--- src/rtl/morse_pkg.sv ---
// Shared definitions for the Morse transmit path.
// Contents: element slot codes, mark/gap lengths in Morse units, and the
// transmitter FSM state type.
package morse_pkg;

    // 2-bit element slot codes; a pattern holds 5 slots, first in [9:8].
    localparam logic [1:0] ELEM_END  = 2'b00;
    localparam logic [1:0] ELEM_DOT  = 2'b01;
    localparam logic [1:0] ELEM_DASH = 2'b10;

    // Phase lengths in Morse time units.
    localparam int DOT_UNITS      = 1;
    localparam int DASH_UNITS     = 3;
    localparam int ELEM_GAP_UNITS = 1;
    localparam int CHAR_GAP_UNITS = 3;
    localparam int WORD_GAP_UNITS = 4;  // plus the preceding 3-unit char gap = 7

    typedef enum logic [2:0] {
        IDLE,
        LOAD,
        MARK,
        ELEM_GAP,
        CHAR_GAP,
        WORD_GAP
    } state_t;

endpackage

--- src/rtl/morse_char_rom.sv ---
// Combinational ASCII -> Morse element pattern lookup.
// Ports:
//   ascii     in  8   character code
//   supported out 1   character can be sent (letter, digit or space)
//   is_space  out 1   character is a space (word gap, no keying)
//   pattern   out 10  5 slots of 2 bits, first element in [9:8]
// Lowercase letters map to the same code as uppercase.
module morse_char_rom
    import morse_pkg::*;
(
    input  logic [7:0] ascii,
    output logic       supported,
    output logic       is_space,
    output logic [9:0] pattern
);

    logic [7:0] upper;

    always_comb begin
        // Fold a-z onto A-Z so one table serves both cases.
        if (ascii >= 8'h61 && ascii <= 8'h7A) begin
            upper = ascii - 8'h20;
        end else begin
            upper = ascii;
        end
    end

    always_comb begin
        supported = 1'b1;
        is_space  = 1'b0;
        pattern   = 10'b00_00_00_00_00;
        case (upper)
            8'h20: is_space = 1'b1;
            8'h41: pattern = 10'b01_10_00_00_00; // A .-
            8'h42: pattern = 10'b10_01_01_01_00; // B -...
            8'h43: pattern = 10'b10_01_10_01_00; // C -.-.
            8'h44: pattern = 10'b10_01_01_00_00; // D -..
            8'h45: pattern = 10'b01_00_00_00_00; // E .
            8'h46: pattern = 10'b01_01_10_01_00; // F ..-.
            8'h47: pattern = 10'b10_10_01_00_00; // G --.
            8'h48: pattern = 10'b01_01_01_01_00; // H ....
            8'h49: pattern = 10'b01_01_00_00_00; // I ..
            8'h4A: pattern = 10'b01_10_10_10_00; // J .---
            8'h4B: pattern = 10'b10_01_10_00_00; // K -.-
            8'h4C: pattern = 10'b01_10_01_01_00; // L .-..
            8'h4D: pattern = 10'b10_10_00_00_00; // M --
            8'h4E: pattern = 10'b10_01_00_00_00; // N -.
            8'h4F: pattern = 10'b10_10_10_00_00; // O ---
            8'h50: pattern = 10'b01_10_10_01_00; // P .--.
            8'h51: pattern = 10'b10_10_01_10_00; // Q --.-
            8'h52: pattern = 10'b01_10_01_00_00; // R .-.
            8'h53: pattern = 10'b01_01_01_00_00; // S ...
            8'h54: pattern = 10'b10_00_00_00_00; // T -
            8'h55: pattern = 10'b01_01_10_00_00; // U ..-
            8'h56: pattern = 10'b01_01_01_10_00; // V ...-
            8'h57: pattern = 10'b01_10_10_00_00; // W .--
            8'h58: pattern = 10'b10_01_01_10_00; // X -..-
            8'h59: pattern = 10'b10_01_10_10_00; // Y -.--
            8'h5A: pattern = 10'b10_10_01_01_00; // Z --..
            8'h30: pattern = 10'b10_10_10_10_10; // 0 -----
            8'h31: pattern = 10'b01_10_10_10_10; // 1 .----
            8'h32: pattern = 10'b01_01_10_10_10; // 2 ..---
            8'h33: pattern = 10'b01_01_01_10_10; // 3 ...--
            8'h34: pattern = 10'b01_01_01_01_10; // 4 ....-
            8'h35: pattern = 10'b01_01_01_01_01; // 5 .....
            8'h36: pattern = 10'b10_01_01_01_01; // 6 -....
            8'h37: pattern = 10'b10_10_01_01_01; // 7 --...
            8'h38: pattern = 10'b10_10_10_01_01; // 8 ---..
            8'h39: pattern = 10'b10_10_10_10_01; // 9 ----.
            default: supported = 1'b0;
        endcase
    end

endmodule

--- src/rtl/morse_code_transmitter.sv ---
// Character-to-Morse keyer.
// Accepts one ASCII character per valid/ready handshake and produces the
// timed keying waveform on Key (1 = tone on).
// Parameters:
//   UNIT_CYCLES  clock cycles per Morse time unit (>= 1)
// Ports:
//   Clk, Reset            clock, asynchronous active-high reset
//   CharIn[7:0]           character; CharValid qualifies it
//   CharReady             high in IDLE; a character is taken when both are high
//   Key                   registered keying output
//   Busy                  a character is in progress
//   Error                 one-cycle pulse when an unsupported character is dropped
//   Dot, Dash, Space, EndSeq
//                         loopback pulses, only when MORSE_TX_LOOPBACK_EN is
//                         defined; tied to 0 otherwise
module morse_code_transmitter
    import morse_pkg::*;
#(
    parameter int UNIT_CYCLES = 4
) (
    input  logic       Clk,
    input  logic       Reset,
    input  logic [7:0] CharIn,
    input  logic       CharValid,
    output logic       CharReady,
    output logic       Key,
    output logic       Busy,
    output logic       Error,
    output logic       Dot,
    output logic       Dash,
    output logic       Space,
    output logic       EndSeq
);

    localparam int CW = $clog2(4 * UNIT_CYCLES + 1);
    typedef logic [CW-1:0] cnt_t;

    // Counter preload for a phase lasting 'units' Morse units.
    function automatic cnt_t phase_len(input int units);
        return cnt_t'(units * UNIT_CYCLES - 1);
    endfunction

    function automatic cnt_t mark_len(input logic [1:0] elem);
        return (elem == ELEM_DASH) ? phase_len(DASH_UNITS) : phase_len(DOT_UNITS);
    endfunction

    state_t     state_reg, state_next;
    cnt_t       cnt_reg, cnt_next;
    logic [9:0] slots_reg, slots_next;
    logic [7:0] char_reg, char_next;
    logic       key_reg, key_next;
    logic       drop;

    logic       rom_supported;
    logic       rom_is_space;
    logic [9:0] rom_pattern;

    morse_char_rom u_rom (
        .ascii     (char_reg),
        .supported (rom_supported),
        .is_space  (rom_is_space),
        .pattern   (rom_pattern)
    );

    always_ff @(posedge Clk or posedge Reset) begin
        if (Reset) begin
            state_reg <= IDLE;
            cnt_reg   <= '0;
            slots_reg <= '0;
            char_reg  <= '0;
            key_reg   <= 1'b0;
        end else begin
            state_reg <= state_next;
            cnt_reg   <= cnt_next;
            slots_reg <= slots_next;
            char_reg  <= char_next;
            key_reg   <= key_next;
        end
    end

    always_comb begin
        state_next = state_reg;
        cnt_next   = cnt_reg;
        slots_next = slots_reg;
        char_next  = char_reg;
        key_next   = key_reg;
        drop       = 1'b0;
        case (state_reg)
            IDLE: begin
                key_next = 1'b0;
                if (CharValid) begin
                    char_next  = CharIn;
                    state_next = LOAD;
                end
            end
            LOAD: begin
                if (!rom_supported) begin
                    drop       = 1'b1;
                    state_next = IDLE;
                end else if (rom_is_space) begin
                    cnt_next   = phase_len(WORD_GAP_UNITS);
                    state_next = WORD_GAP;
                end else begin
                    slots_next = rom_pattern;
                    cnt_next   = mark_len(rom_pattern[9:8]);
                    key_next   = 1'b1;
                    state_next = MARK;
                end
            end
            MARK: begin
                if (cnt_reg == '0) begin
                    // Retire the element just sent; the next one moves to [9:8].
                    slots_next = {slots_reg[7:0], ELEM_END};
                    key_next   = 1'b0;
                    if (slots_reg[7:6] != ELEM_END) begin
                        cnt_next   = phase_len(ELEM_GAP_UNITS);
                        state_next = ELEM_GAP;
                    end else begin
                        cnt_next   = phase_len(CHAR_GAP_UNITS);
                        state_next = CHAR_GAP;
                    end
                end else begin
                    cnt_next = cnt_reg - 1'b1;
                end
            end
            ELEM_GAP: begin
                if (cnt_reg == '0) begin
                    cnt_next   = mark_len(slots_reg[9:8]);
                    key_next   = 1'b1;
                    state_next = MARK;
                end else begin
                    cnt_next = cnt_reg - 1'b1;
                end
            end
            CHAR_GAP, WORD_GAP: begin
                if (cnt_reg == '0) begin
                    state_next = IDLE;
                end else begin
                    cnt_next = cnt_reg - 1'b1;
                end
            end
            default: begin
                key_next   = 1'b0;
                state_next = IDLE;
            end
        endcase
    end

    assign CharReady = (state_reg == IDLE);
    assign Busy      = (state_reg != IDLE);
    assign Key       = key_reg;
    assign Error     = drop;

`ifdef MORSE_TX_LOOPBACK_EN
    logic dot_reg, dash_reg, space_reg, endseq_reg;
    logic enter_mark, enter_char_gap, enter_word_gap;

    // Pulses are registered alongside Key, so each one lines up with the
    // first cycle of the phase it marks.
    assign enter_mark     = (state_next == MARK)     && (state_reg != MARK);
    assign enter_char_gap = (state_next == CHAR_GAP) && (state_reg != CHAR_GAP);
    assign enter_word_gap = (state_next == WORD_GAP) && (state_reg != WORD_GAP);

    always_ff @(posedge Clk or posedge Reset) begin
        if (Reset) begin
            dot_reg    <= 1'b0;
            dash_reg   <= 1'b0;
            space_reg  <= 1'b0;
            endseq_reg <= 1'b0;
        end else begin
            dot_reg    <= enter_mark && (slots_next[9:8] == ELEM_DOT);
            dash_reg   <= enter_mark && (slots_next[9:8] == ELEM_DASH);
            space_reg  <= enter_word_gap;
            endseq_reg <= enter_char_gap;
        end
    end

    assign Dot    = dot_reg;
    assign Dash   = dash_reg;
    assign Space  = space_reg;
    assign EndSeq = endseq_reg;
`else
    assign Dot    = 1'b0;
    assign Dash   = 1'b0;
    assign Space  = 1'b0;
    assign EndSeq = 1'b0;
`endif

endmodule
--- config.mk ---
export PLATFORM = sky130hd
export DESIGN_NAME = morse_code_transmitter
export DESIGN_NICKNAME = d
export VERILOG_FILES = /design/src/rtl/morse_pkg.sv /design/src/rtl/morse_char_rom.sv /design/src/rtl/morse_code_transmitter.sv
export SDC_FILE = /design/constraint.sdc
export NUM_CORES = 1
export LEC_CHECK = 0
export ABC_CLOCK_PERIOD_IN_PS = 7300
export CORE_AREA = 2 2 78 80
export DETAILED_ROUTE_END_ITERATION = 6
export DIE_AREA = 0 0 80 82
export GPL_ROUTABILITY_DRIVEN = 0
export GPL_TIMING_DRIVEN = 0
export PLACE_DENSITY = 0.73
export SYNTH_ARGS = -nofsm -noshare
export SYNTH_HDL_FRONTEND = slang
export SYNTH_SLANG_ARGS = --single-unit
--- constraint.sdc ---
create_clock -name Clk -period 7.3 [get_ports Clk]
set_clock_uncertainty 0.15 [all_clocks]
set_input_delay 1.46 -clock Clk [delete_from_list [all_inputs] [get_ports Clk]]
set_output_delay 1.46 -clock Clk [all_outputs]
set_load 0.005 [all_outputs]
==> run_results.csv <==
group,metric,value,unit
synth,synth_edf_count,0,
run,cap_violations,0,
cts,clkTransAtPathRegs,90,ps
die,initial_core_util,43.1,%
cts,cts_tree,"yes",
timing,finalSetupViolations,0,
placed_design,placed_area,2720,um2
cts,cts_resized,0,
power_and_ir_drop,swShare,52.2,%
power_and_ir_drop,clkPwrFrac,7.3,%
cts,clockBufferDepth,2,
setup_path,worstPathMaxFanout,10,
cts,post_cts_buffers,0,
placed_design,place_inst,407,
synth,synth_seq_cells,27,
finish,final_common_cell,"nand2_1",
power_and_ir_drop,power_frac_seq,21.7,%
timing,fin_crit_sh,68.8,%
timing,relSlewSlack,30.5,%
global_routing,grt_usage,22.0,%
die,die_h,82,um
setup_path,cp_data_required_time,5690,ps
min_path,hold_class,"flip-flop to flip-flop",
run_status,status,"finished, final reports clean",
route,drcViolationCount,0,
synth,synth_warnings,0,
setup_path,reg2reg_to,"cnt_reg[3]",
finish,layout-drive-gt1-share,7.44,%
timing,hold_ws,340,ps
finish,fin_area,2770,um2
die,die-width,80,um
min_path,min_to,"slots_reg[8]",
setup_path,reg2reg_depth,9,
cts,htreeDepth,1,
global_routing,overflow,0,
finish,n_antenna_cell,0,
finish,fill_cells,571,
cts,cts.sinks,27,
cts,hold_buffers,0,
cts,clock_latency,270,ps
synth,synth_area_per_cell,7.86,um2
timing,slew_violations,0,
route,vias_per_cell,6.43,
synth,syn_area,2470,um2
route,firstDrtPassIters,5,
timing,fmax,199,MHz
timing,setup_tns,0,ps
setup_path,r2r_setup_slack,3750,ps
power_and_ir_drop,p_int,0.573,mW
global_routing,grt_max_degree,28,
synth,synthArstFlopShare,100,%
finish,largest_reg_flops,10,
finish,nets,350,
min_path,hold_path_depth,1,
timing,period_minus_slack,5020,ps
power_and_ir_drop,p_leak,1.04,nW
route,antenna_left,0,
route,avgRoutedWirePerCell,16.7,um
cts,cts_buffers,3,
synth,synth_cells,315,
power_and_ir_drop,total_power,1.20,mW
setup_path,r2r-start,"char_reg[5]",
power_and_ir_drop,ir_worst_vdd,0.148,mV
timing,hold_viol,0,
global_routing,grt_pass1_wl,11700,um
die,die_area,6560,um2
die,pin_count,19,
global_routing,antenna_found_initial,0,
route,first_iter_violations,274,
die,rows,28,
setup_path,endpoint_kind,"output pin",
power_and_ir_drop,power_switching,0.625,mW
die,core_area,5750,um2
cts,root_buffer,"clkbuf_8",
timing,rsz0062_at_grt,"false",
synth,ys.flop_type,"dfrtp_1",
finish,area_growth_syn_to_layout,11.7,%
power_and_ir_drop,combPwrFrac,71.0,%
finish,finalNonFillerCells,411,
route,drt-total-wl,6860,um
setup_path,cp.arrival,3410,ps
placed_design,hpwl,5160,um
setup_path,worstSetupPathType,"flip-flop to output pin",
placed_design,port_buffers,14,
finish,layout_common_cells,"nand2_1 (30), dfrtp_1 (27), nor2_1 (23), clkbuf_1 (21), o21ai_0 (21)",
power_and_ir_drop,power.density,434,nW/um2
setup_path,startpoint_type,"flip-flop",
min_path,min_from,"slots_reg[8]",
timing,worst_pin_slew,1040,ps
route,num_vias,2644,
synth,synth_cell_type_count,74,
global_routing,grt_pass1_vias,2403,
synth,ys_seq_area_share,27.3,%
power groups by stage:
stage               combinational (mW)  sequential (mW)  clock (mW)
floorplan                        0.638            0.247           0
global placement                 0.819            0.260           0
detailed placement               0.827            0.263           0
CTS                              0.829            0.260      0.0882
global route                     0.928            0.268      0.0957
finish                           0.851            0.260      0.0872
how the worst max path moves through the flow:
| stage | depth (start not counted) | end | slack, ps | start |
|---|---|---|---|---|
| after global routing | 9 | Error | 2050 | char_reg[5] |
| after global placement | 9 | Error | 2660 | char_reg[5] |
| after floorplan | 8 | Error | 3530 | char_reg[5] |
| after detailed placement | 9 | Error | 2650 | char_reg[5] |
| final | 9 | Error | 2280 | char_reg[5] |
| after CTS | 9 | Error | 2350 | char_reg[5] |
worst max-delay path: stages, from the launching register on:
cell and delay [ps]:
dfrtp_1 430, clkbuf_1 360, inv_1 180, ha_1 380, o21ai_0 180, a41oi_1 140, o41ai_1 720, or3_4 270
nor2_1 50, clkdlybuf4s50_1 430
synth_stat cells (6+ instances only):
cell type  number  area (um2)
a21oi_1        12        60.1
a31oi_1         9        56.3
clkbuf_1       20        75.1
dfrtp_1        27         676
inv_1          13        48.8
nand2_1        30         113
nand2b_1        8        50.1
nand3_1        13        65.1
nor2_1         23        86.3
nor3_1         13        65.1
o21ai_0        21         105
o31ai_1         6        45.0
area by class of cell:
class	instances	area, um2	area share [%]
Multi-Input combinational cell	248	1620	58.5
Sequential cell	27	676	24.4
Buffer	30	144	5.20
Timing Repair Buffer	14	140	5.07
Tap cell	75	93.8	3.39
Inverter	13	48.8	1.76
Clock buffer	4	45.0	1.63
routing by layer:
layer  up-vias  part of all wire (%)  GRT usage, %
li1       1216                     -             -
met1      1234                    41          29.3
met2       177                    48          36.8
met3        17                   8.9          1.98
met4         0                   2.1          8.81
met5         -                     0             0
cell families after synthesis:
kind of cell,Yosys count,synth area share (%)
buf+inv,43,7.79
xor+xnor,4,1.42
other cells,1,0.152
fa+ha+maj,2,1.01
flops,27,27.3
simple gates,126,27.5
mux,12,5.86
compound gates,100,29.0
stage by stage:
step | util (%) | worst slack (ps)
after floorplan | - | 3530
after global placement | 47.3 | 2660
after detailed placement | 47.3 | 2650
after CTS | 48.1 | 2350
after global routing | 48.1 | 2050
final | 48.1 | 2280
Note: power is estimated with default switching activity, not from simulation.
